### config.mk
export PLATFORM = sky130hd
export DESIGN_NAME = uart_packetizer
export DESIGN_NICKNAME = d
export VERILOG_FILES = /design/src/rtl/uart_packetizer_pkg.sv /design/src/rtl/pkt_fifo.sv /design/src/rtl/uart_packetizer.sv
export SDC_FILE = /design/constraint.sdc
export NUM_CORES = 1
export LEC_CHECK = 0
export CAP_MARGIN = 10
export CORE_UTILIZATION = 51
export CTS_BUF_LIST = sky130_fd_sc_hd__clkbuf_4
export CTS_CLUSTER_DIAMETER = 40
export DETAILED_ROUTE_END_ITERATION = 12
export GPL_TIMING_DRIVEN = 0
export MAX_ROUTING_LAYER = met4
export PLACE_DENSITY = 0.73
export SKIP_LAST_GASP = 1
export SLEW_MARGIN = 30
export SYNTH_ARGS = -nofsm -noshare
export SYNTH_HDL_FRONTEND = slang
export SYNTH_SLANG_ARGS = --single-unit
### constraint.sdc
create_clock -name clk -period 11.7 [get_ports clk]
set_input_delay 1.17 -clock clk [delete_from_list [all_inputs] [get_ports clk]]
set_output_delay 1.17 -clock clk [all_outputs]
set_load 0.01 [all_outputs]
### src/rtl/uart_packetizer_pkg.sv
// Shared definitions for the UART packetizer: FSM encoding, default sync byte
// and the byte-counter width helper.
package uart_packetizer_pkg;

  // FSM state encoding
  localparam logic [1:0] StIdle  = 2'd0;
  localparam logic [1:0] StLoad  = 2'd1;
  localparam logic [1:0] StStart = 2'd2;
  localparam logic [1:0] StWait  = 2'd3;

  // Header byte sent ahead of every word
  localparam logic [7:0] SyncByteDefault = 8'hA5;

  // Bits needed to count the payload bytes of one word (at least 1)
  function automatic int unsigned byte_cnt_width(input int unsigned word_width);
    int unsigned num_bytes;
    num_bytes = word_width / 8;
    if (num_bytes <= 1) begin
      return 1;
    end
    return $clog2(num_bytes);
  endfunction

endpackage

### src/rtl/pkt_fifo.sv
// Synchronous word FIFO with occupancy count. Full and empty derive from the
// level; pointers wrap naturally because DEPTH is a power of two.
module pkt_fifo #(
  parameter int unsigned WIDTH = 32,
  parameter int unsigned DEPTH = 16
) (
  input  logic                     clk,
  input  logic                     reset_n,
  input  logic                     push,
  input  logic                     pop,
  input  logic [WIDTH-1:0]         din,
  output logic [WIDTH-1:0]         dout,
  output logic [$clog2(DEPTH):0]   level,
  output logic                     full,
  output logic                     empty
);

  localparam int unsigned PtrW   = $clog2(DEPTH);
  localparam int unsigned LevelW = PtrW + 1;

  logic [WIDTH-1:0]  mem_q [DEPTH];
  logic [PtrW-1:0]   wr_ptr_q, rd_ptr_q;
  logic [LevelW-1:0] level_q;
  logic              do_push, do_pop;

  assign full    = (level_q == LevelW'(DEPTH));
  assign empty   = (level_q == '0);
  assign do_push = push && !full;
  assign do_pop  = pop && !empty;
  assign dout    = mem_q[rd_ptr_q];
  assign level   = level_q;

  // Storage array, written on accepted pushes only
  always_ff @(posedge clk) begin
    if (do_push) begin
      mem_q[wr_ptr_q] <= din;
    end
  end

  // Pointers and occupancy; simultaneous push and pop leave the level unchanged
  always_ff @(posedge clk or negedge reset_n) begin
    if (!reset_n) begin
      wr_ptr_q <= '0;
      rd_ptr_q <= '0;
      level_q  <= '0;
    end else begin
      if (do_push) begin
        wr_ptr_q <= wr_ptr_q + 1'b1;
      end
      if (do_pop) begin
        rd_ptr_q <= rd_ptr_q + 1'b1;
      end
      if (do_push && !do_pop) begin
        level_q <= level_q + 1'b1;
      end else if (do_pop && !do_push) begin
        level_q <= level_q - 1'b1;
      end
    end
  end

endmodule

### src/rtl/uart_packetizer.sv
// Buffers correlator words and hands them to a byte serializer as frames:
// one sync byte followed by the word's bytes, least-significant first.
module uart_packetizer
  import uart_packetizer_pkg::*;
#(
  parameter int unsigned WORD_WIDTH = 32,
  parameter int unsigned FIFO_DEPTH = 16,
  parameter logic [7:0]  SYNC_BYTE  = SyncByteDefault
) (
  input  logic                          clk,
  input  logic                          reset_n,
  input  logic [WORD_WIDTH-1:0]         word_in,
  input  logic                          word_valid,
  output logic                          word_ready,
  output logic [7:0]                    tx_din,
  output logic                          tx_start,
  input  logic                          tx_done,
  output logic                          busy,
  output logic                          overflow,
  output logic [$clog2(FIFO_DEPTH):0]   fifo_level
);

  localparam int unsigned NumBytes = WORD_WIDTH / 8;
  localparam int unsigned CntW     = byte_cnt_width(WORD_WIDTH);
  localparam logic [CntW-1:0] LastByte = CntW'(NumBytes - 1);

  logic [1:0]            state_q, state_d;
  logic [WORD_WIDTH-1:0] shift_q, shift_d;
  logic [CntW-1:0]       byte_cnt_q, byte_cnt_d;
  logic                  hdr_q, hdr_d;
  logic [7:0]            tx_din_q, tx_din_d;
  logic                  tx_start_q, tx_start_d;
  logic                  overflow_q, overflow_d;

  logic                  fifo_push, fifo_pop, fifo_full, fifo_empty;
  logic [WORD_WIDTH-1:0] fifo_dout;

  assign word_ready = !fifo_full;
  assign fifo_push  = word_valid && word_ready;
  assign overflow_d = overflow_q || (word_valid && !word_ready);

  pkt_fifo #(
    .WIDTH (WORD_WIDTH),
    .DEPTH (FIFO_DEPTH)
  ) u_fifo (
    .clk     (clk),
    .reset_n (reset_n),
    .push    (fifo_push),
    .pop     (fifo_pop),
    .din     (word_in),
    .dout    (fifo_dout),
    .level   (fifo_level),
    .full    (fifo_full),
    .empty   (fifo_empty)
  );

  // Frame sequencing; tx_start/tx_din are computed here and registered below
  always_comb begin
    state_d    = state_q;
    shift_d    = shift_q;
    byte_cnt_d = byte_cnt_q;
    hdr_d      = hdr_q;
    tx_din_d   = tx_din_q;
    tx_start_d = 1'b0;
    fifo_pop   = 1'b0;
    unique case (state_q)
      StIdle: begin
        if (!fifo_empty) begin
          fifo_pop   = 1'b1;
          shift_d    = fifo_dout;
          byte_cnt_d = '0;
          hdr_d      = 1'b1;
          state_d    = StLoad;
        end
      end
      StLoad: begin
        tx_din_d   = hdr_q ? SYNC_BYTE : shift_q[7:0];
        // Registered so the pulse is high exactly while in StStart
        tx_start_d = 1'b1;
        state_d    = StStart;
      end
      StStart: begin
        state_d = StWait;
      end
      StWait: begin
        if (tx_done) begin
          if (hdr_q) begin
            hdr_d   = 1'b0;
            state_d = StLoad;
          end else begin
            shift_d    = shift_q >> 8;
            byte_cnt_d = byte_cnt_q + 1'b1;
            state_d    = (byte_cnt_q == LastByte) ? StIdle : StLoad;
          end
        end
      end
      default: begin
        state_d = StIdle;
      end
    endcase
  end

  // State and registered serializer outputs
  always_ff @(posedge clk or negedge reset_n) begin
    if (!reset_n) begin
      state_q    <= StIdle;
      shift_q    <= '0;
      byte_cnt_q <= '0;
      hdr_q      <= 1'b0;
      tx_din_q   <= 8'h00;
      tx_start_q <= 1'b0;
      overflow_q <= 1'b0;
    end else begin
      state_q    <= state_d;
      shift_q    <= shift_d;
      byte_cnt_q <= byte_cnt_d;
      hdr_q      <= hdr_d;
      tx_din_q   <= tx_din_d;
      tx_start_q <= tx_start_d;
      overflow_q <= overflow_d;
    end
  end

  assign tx_din   = tx_din_q;
  assign tx_start = tx_start_q;
  assign overflow = overflow_q;
  assign busy     = (state_q != StIdle) || !fifo_empty;

endmodule
After elaboration in Yosys (flattened, before gate mapping). Memory sizes are Yosys's and may differ from the RTL's. Index checks and enable logic that the tools add are counted.

$add $sub $neg: 5. Equality and inequality tests: 8. Multiplexer cells: 24. Reduce and logical (&&, ||, !) cells: 20.

Operator list (count): two-way mux 32 bit (3); one-hot mux 32 bit (2 select lines) (1); two-way mux 2 bit (5); two-way mux 5 bit (2); two-way mux 1 bit (9); adder 4 x 1 -> 4 bit (second input constant) (2); two-way mux 8 bit (1); one-hot mux 2 bit (4 select lines) (1); == test 2 bit (second input constant) (3); logical AND 1 bit (6); inequality test 2 bit (second input constant) (3); nonzero test 2 bit (3); adder 5 x 1 -> 5 bit (second input constant) (1); == test 5 bit (second input constant) (1); zero test 5 bit (1); subtractor 5 x 1 -> 5 bit (second input constant) (1); zero test 1 bit (4); one-hot mux 2 bit (2 select lines) (1); AND reduction 4 bit (1); AND reduction 3 bit (1); adder 2 x 1 -> 2 bit (second input constant) (1); == test 2 x 1 -> 1 bit (second input constant) (1); zero test 2 bit (1); logical OR 1 bit (2); other kinds (2) (2).

Flip-flop bits (word level): 60. Memory bits (writable): 512. Bits of input ports: 36. Output and inout bits: 17. Memories: 1.

Memory list: u_fifo.mem_q (words 16, bits a word 32, rd ports 1, clocked after memory_dff 0, write ports 1, line pkt_fifo.sv:21) `logic [WIDTH-1:0] mem_q [DEPTH];`.

Logic depth before layout (Yosys ltp).
Depth in word-level cells: 8. Mapped depth: 13. Mapped depth without buffers: 13.

By module. A second synthesis with hierarchy kept.

Cells, all modules: 1188. Area, all modules: 22824.4 um^2.

By module, submodules not included: pkt_fifo (instances 1, cells each 1009, area an instance 20398.3 um^2, sequential area each 15700.1 um^2); uart_packetizer (instances 1, cells each 179, area an instance 2426.1 um^2, sequential area each 1176.1 um^2).

Worst setup path before layout. OpenSTA, ideal clock, no wires.

Kind: in2reg. Start: input word_valid. End: memory u_fifo.mem_q[3][0] (enable). Library setup time: 0.461 ns. Arrival: 3.923 ns. Slack: 7.316 ns. Stages on the path: 4. Cell sequence: and2_1 clkbuf_1 nand2_1 nor3_1.

Cells in the longest elaborated chain, start to end: 4.

Ends and longest elaborated chain: start: declaration (line uart_packetizer.sv:13) `input logic word_valid,`; logical AND 1 bit (line uart_packetizer.sv:39) `assign fifo_push = word_valid && word_ready;`; logical AND 1 bit (line pkt_fifo.sv:28) `assign do_push = push && !full;`; named net u_fifo.do_push (line pkt_fifo.sv:24) `logic do_push, do_pop;`; two-way mux 1 bit (line pkt_fifo.sv:35) `if (do_push) begin`; two-way mux 1 bit (not written as such) (line pkt_fifo.sv:36) `mem_q[wr_ptr_q] <= din;`; end: declaration (line pkt_fifo.sv:21).

The timed path passes the listed nets, and every way through them passes these cells.

Worst setup path in the final report.
Start: register u_fifo.level_q[0], in the netlist u_fifo.level[0]. End: output busy.

Cells in the longest elaborated chain, start to end: 3.

Ends and longest elaborated chain: start: declaration (line pkt_fifo.sv:23) `logic [LevelW-1:0] level_q;`; start signal: assignment (line pkt_fifo.sv:54) `level_q <= level_q + 1'b1;`; start signal: assignment (line pkt_fifo.sv:56) `level_q <= level_q - 1'b1;`; zero test 5 bit (line pkt_fifo.sv:27) `assign empty = (level_q == '0);`; zero test 1 bit (line uart_packetizer.sv:127) `assign busy = (state_q != StIdle) || !fifo_empty;`; logical OR 1 bit (line uart_packetizer.sv:127); end: declaration (line uart_packetizer.sv:18) `output logic busy,`.

Every way passes these cells.

==> summary.md <==
| Metric | Value |
|---|---|
| Outcome | `finished clean` |
| Setup slack after placement | `around 7600 ps` |
| Fraction of post-synthesis cell area in the top cell type by area | `0.6893` |
| Clock latency on the worst-skew pair | `850 ps` |
| Primary FF master, synth | `edfxtp_1` |
| Final clock skew | `42.06 ps` |
| Netlist area before placement | `roughly 0.022 sq mm` |
| Clock tree from TritonCTS | `yes` |
| Gate power share | `0.324` |
| Worst hold margin | `around 270 ps` |
| Achievable Freq | `239.3 MHz` |
| Static Leakage | `9.056 nW` |
| Number of I/O port buffers | `52` |
| Path category of the worst min-delay check | `in -> async` |
| Unique cell type count in the Yosys netlist | `43` |
| First-pass GRT wire length | `approximately 80000 um` |
| Synthesis warning total | `0` |
| Net switching fraction of the power | `0.3252` |
| Average size of a mapped cell | `between 15 and 20 sq um` |
| Vertical die dimension | `211.1 um` |
| Maximum number of pins on one net before global-route repair | `33` |
| Post-Syn Nets | `1211` |
| Number of enable-type register cells in the synthesized netlist | `512` |
| Commonest non-fill, non-tap cells in the layout | `edfxtp_1 (512), clkbuf_4 (215), mux2i_1 (96)` |
| Adder-Cell Fraction of Synth Area | `0.008751` |
| Placement Rows | `76` |
| Required time of the worst setup path | `between 10000 and 15000 ps` |
| Setup_tns | `0 ps` |
| Worst max-slew margin expressed relative to the limit | `0.4208` |
| Total global-route track usage | `0.2502` |
| Unrepaired setup endpoints after global routing | `false` |
| Routed vias | `12387` |
| Area growth, synth to finish | `18.49%` |
| Crit path max fanout | `10` |
| Post-route worst setup slack | `~7500 ps` |
| Total I/O pin count | `53` |
| Depth of the worst register-to-register path | `13` |
| HPWL Detailed | `34230 um` |
| FF-to-FF Start | `state_q[0]` |
| Crit Path Category | `reg -> out` |
| Post-synthesis cell count | `1160` |
| Number of buffers inserted during clock tree synthesis | `around 150` |
| Number of filler instances in the final layout | `3038` |
| End of the worst register-to-register path | `u_fifo.level[4]` |
| Number of global-route vias before repair | `12785` |
| Synth Area in XOR/XNOR | `0.004320` |
| Sequential cell fraction of total power | `0.407` |
| Crit path launch | `u_fifo.level[0]` |
| Max-cap violations | `0` |
| Shortest clock period the worst path allows after layout | `4179 ps` |
| Measured slew at the worst slew-check pin | `868.8 ps` |
| Number of nets in the finished design | `1456` |
| Area used by multi-input combinational logic | `0.005031 sq mm` |
| Number of vias per cell | `5.901` |
| Setup slack of the worst register-to-register path | `8460 ps` |
| Initial cell density of the core | `0.5178` |
| Total Routed Length | `51930 um` |
| Critical path arrival | `3010 ps` |
| Area share of and/or/nand/nor cells after synthesis | `0.01941` |
| Async set-reset flop share out of synthesis | `0.1049` |
| Number of max-slew violations in the final report | `0` |
| Commonest non-fill, non-tap cell in the layout | `edfxtp_1` |
| Mux cell area share after synthesis | `0.1255` |
| Endpoint type of the worst setup path | `output port` |
| Post-route fraction of the period consumed by the critical path | `0.3571` |
| Complex-gate fraction of the synthesized area | `0.06261` |
| Number of endpoints failing setup at the final stage | `0` |
| Number of nets still failing antenna checks after routing | `0` |
| Number of instances resized during post-cts repair | `0` |
| Storage cell area | `0.01688 sq mm` |
| Clock transition at the registers of the reported paths | `60 ps` |
| CP startpoint kind | `flip-flop` |
| Per-cell routed wire length | `24.74 um` |
| Internal power | `4.339 mW` |
| Net switching power figure | `2.091 mW` |
| Part of the power in the clock network | `0.270` |
| Width of the chip | `between 200 and 250 um` |
| Clk sinks | `572` |
| Total power | `6.429 mW` |
| Power density cells | `243.3 mW/mm^2` |
| Overall die area | `about 0.045 sq mm` |
| CTS Root Buffer Type | `clkbuf_4` |
| Synth area leaders | `edfxtp_1 (69%), mux4_2 (8.0%), dfrtp_1 (6.7%), mux2i_1 (4.3%), a22oi_1 (1.6%)` |
| Grt ovf | `0` |
| GPL Wtd Cong | `0.8401` |
| Initial antenna violation count | `2` |
| Yosys top cell by area | `edfxtp_1` |
| Share of synthesized area occupied by flip-flops and latches | `0.7566` |
| Number of buffers on the longest clock path | `3` |
| Highest ir drop seen on vdd | `0.0001053 V` |
| Count of unresolved DRC violations after routing | `0` |
| Fraction of layout cells with a size suffix above 1 | `0.2725` |
| CTS Hold Buffers Added | `0` |
| Combinational family with the most area after synthesis | `multiplexers` |
| Hold Fails Final Rpt | `0` |
| Register bit total from synthesis | `572` |
| Total number of H-tree levels | `4` |
| Floorplan Core Area | `0.04308 sq mm` |
| Initial DRC count | `1323` |
| Number of search-and-repair iterations in the first detailed-routing pass | `5` |
| Post-CTS setup-driven buffer insertion count | `0` |
-- flip-flops by register name (all words and copies together), names as in the netlist, 2 cells and up --
signal and cells:
state_q 2, byte_cnt_q 2, u_fifo.level 5, u_fifo.rd_ptr_q 4
shift_q 32, u_fifo.wr_ptr_q 4, u_fifo.mem_q 512, tx_din 8
-- critical path: stages, from the launching register on --
cell,delay [ps]
dfrtp_1,470
or4_4,600
nor3_4,230
buf_2,300
inv_1,90
clkdlybuf4s50_1,480
-- power by group through the flow --
stage               sequential (mW)  clock [mW]  combinational, mW
floorplan                      2.65           0               1.32
global placement               2.67           0               1.92
detailed placement             2.66           0               2.07
CTS                            2.62        1.77               2.08
global route                   2.64        1.87               2.22
finish                         2.62        1.73               2.08
-- cells in the mapped netlist (9+ instances only) --
| library cell | n |
|---|---|
| o22ai_1 | 24 |
| xnor2_1 | 9 |
| ha_1 | 14 |
| mux4_2 | 79 |
| o21a_1 | 24 |
| nand2_1 | 39 |
| mux2i_1 | 96 |
| a22o_1 | 11 |
| o311ai_1 | 23 |
| a21oi_1 | 33 |
| a22oi_1 | 48 |
| inv_1 | 14 |
| buf_6 | 9 |
| clkbuf_1 | 32 |
| edfxtp_1 | 512 |
| nor2_1 | 28 |
| dfrtp_1 | 60 |
| o21ai_0 | 27 |
| buf_2 | 13 |
-- how the worst max path moves through the flow --
| stage | cells past startpoint | endpoint |
|---|---|---|
| after floorplan | 4 | u_fifo.mem_q[3][0] |
| after global placement | 5 | u_fifo.mem_q[1][16] |
| after detailed placement | 8 | u_fifo.mem_q[3][17] |
| after CTS | 5 | busy |
| after global routing | 5 | busy |
| final | 5 | busy |
-- through the flow --
stage	std cells	utilization	instance area, sq um
3_3_place_gp	1797	0.5469	23560
5_1_grt	2099	0.6135	26430
4_1_cts	2097	0.6134	26420
2_1_floorplan	1160	-	22300
3_5_place_dp	1842	0.5687	24500
6_report	2099	0.6135	26430
-- final cells by class --
type / instances / share of cell area
sequential: 572 / 0.6386
multi-input combinational: 501 / 0.1904
clock buffer: 215 / 0.06107
timing repair buffer: 97 / 0.05118
tap: 585 / 0.02770
buffer: 73 / 0.01719
clock inverter: 40 / 0.01174
inverter: 14 / 0.001988
antenna: 2 / 0.0001894
-- metal layers --
layer / vias up / track usage / part of all wire / wire [um]
li1: 5321 / - / - / -
met1: 6410 / 0.3204 / 0.40 / 20790
met2: 584 / 0.3903 / 0.50 / 26040
met3: 72 / 0.06705 / 0.080 / 4172
met4: 0 / 0.08321 / 0.018 / 927
met5: - / - / 0 / 0
-- kinds of logic (layout without fill, tap and decap cells) --
group / after synthesis / after routing
flip-flops: 572 / 572
AO/OA/AOI/OAI: 203 / 203
multiplexers: 179 / 179
AND/OR/NAND/NOR: 93 / 93
buffers and inverters: 87 / 439
adder cells (fa/ha/maj): 15 / 15
XOR/XNOR: 11 / 11
other: 0 / 2
No activity file was read; power rests on OpenSTA's default activity.
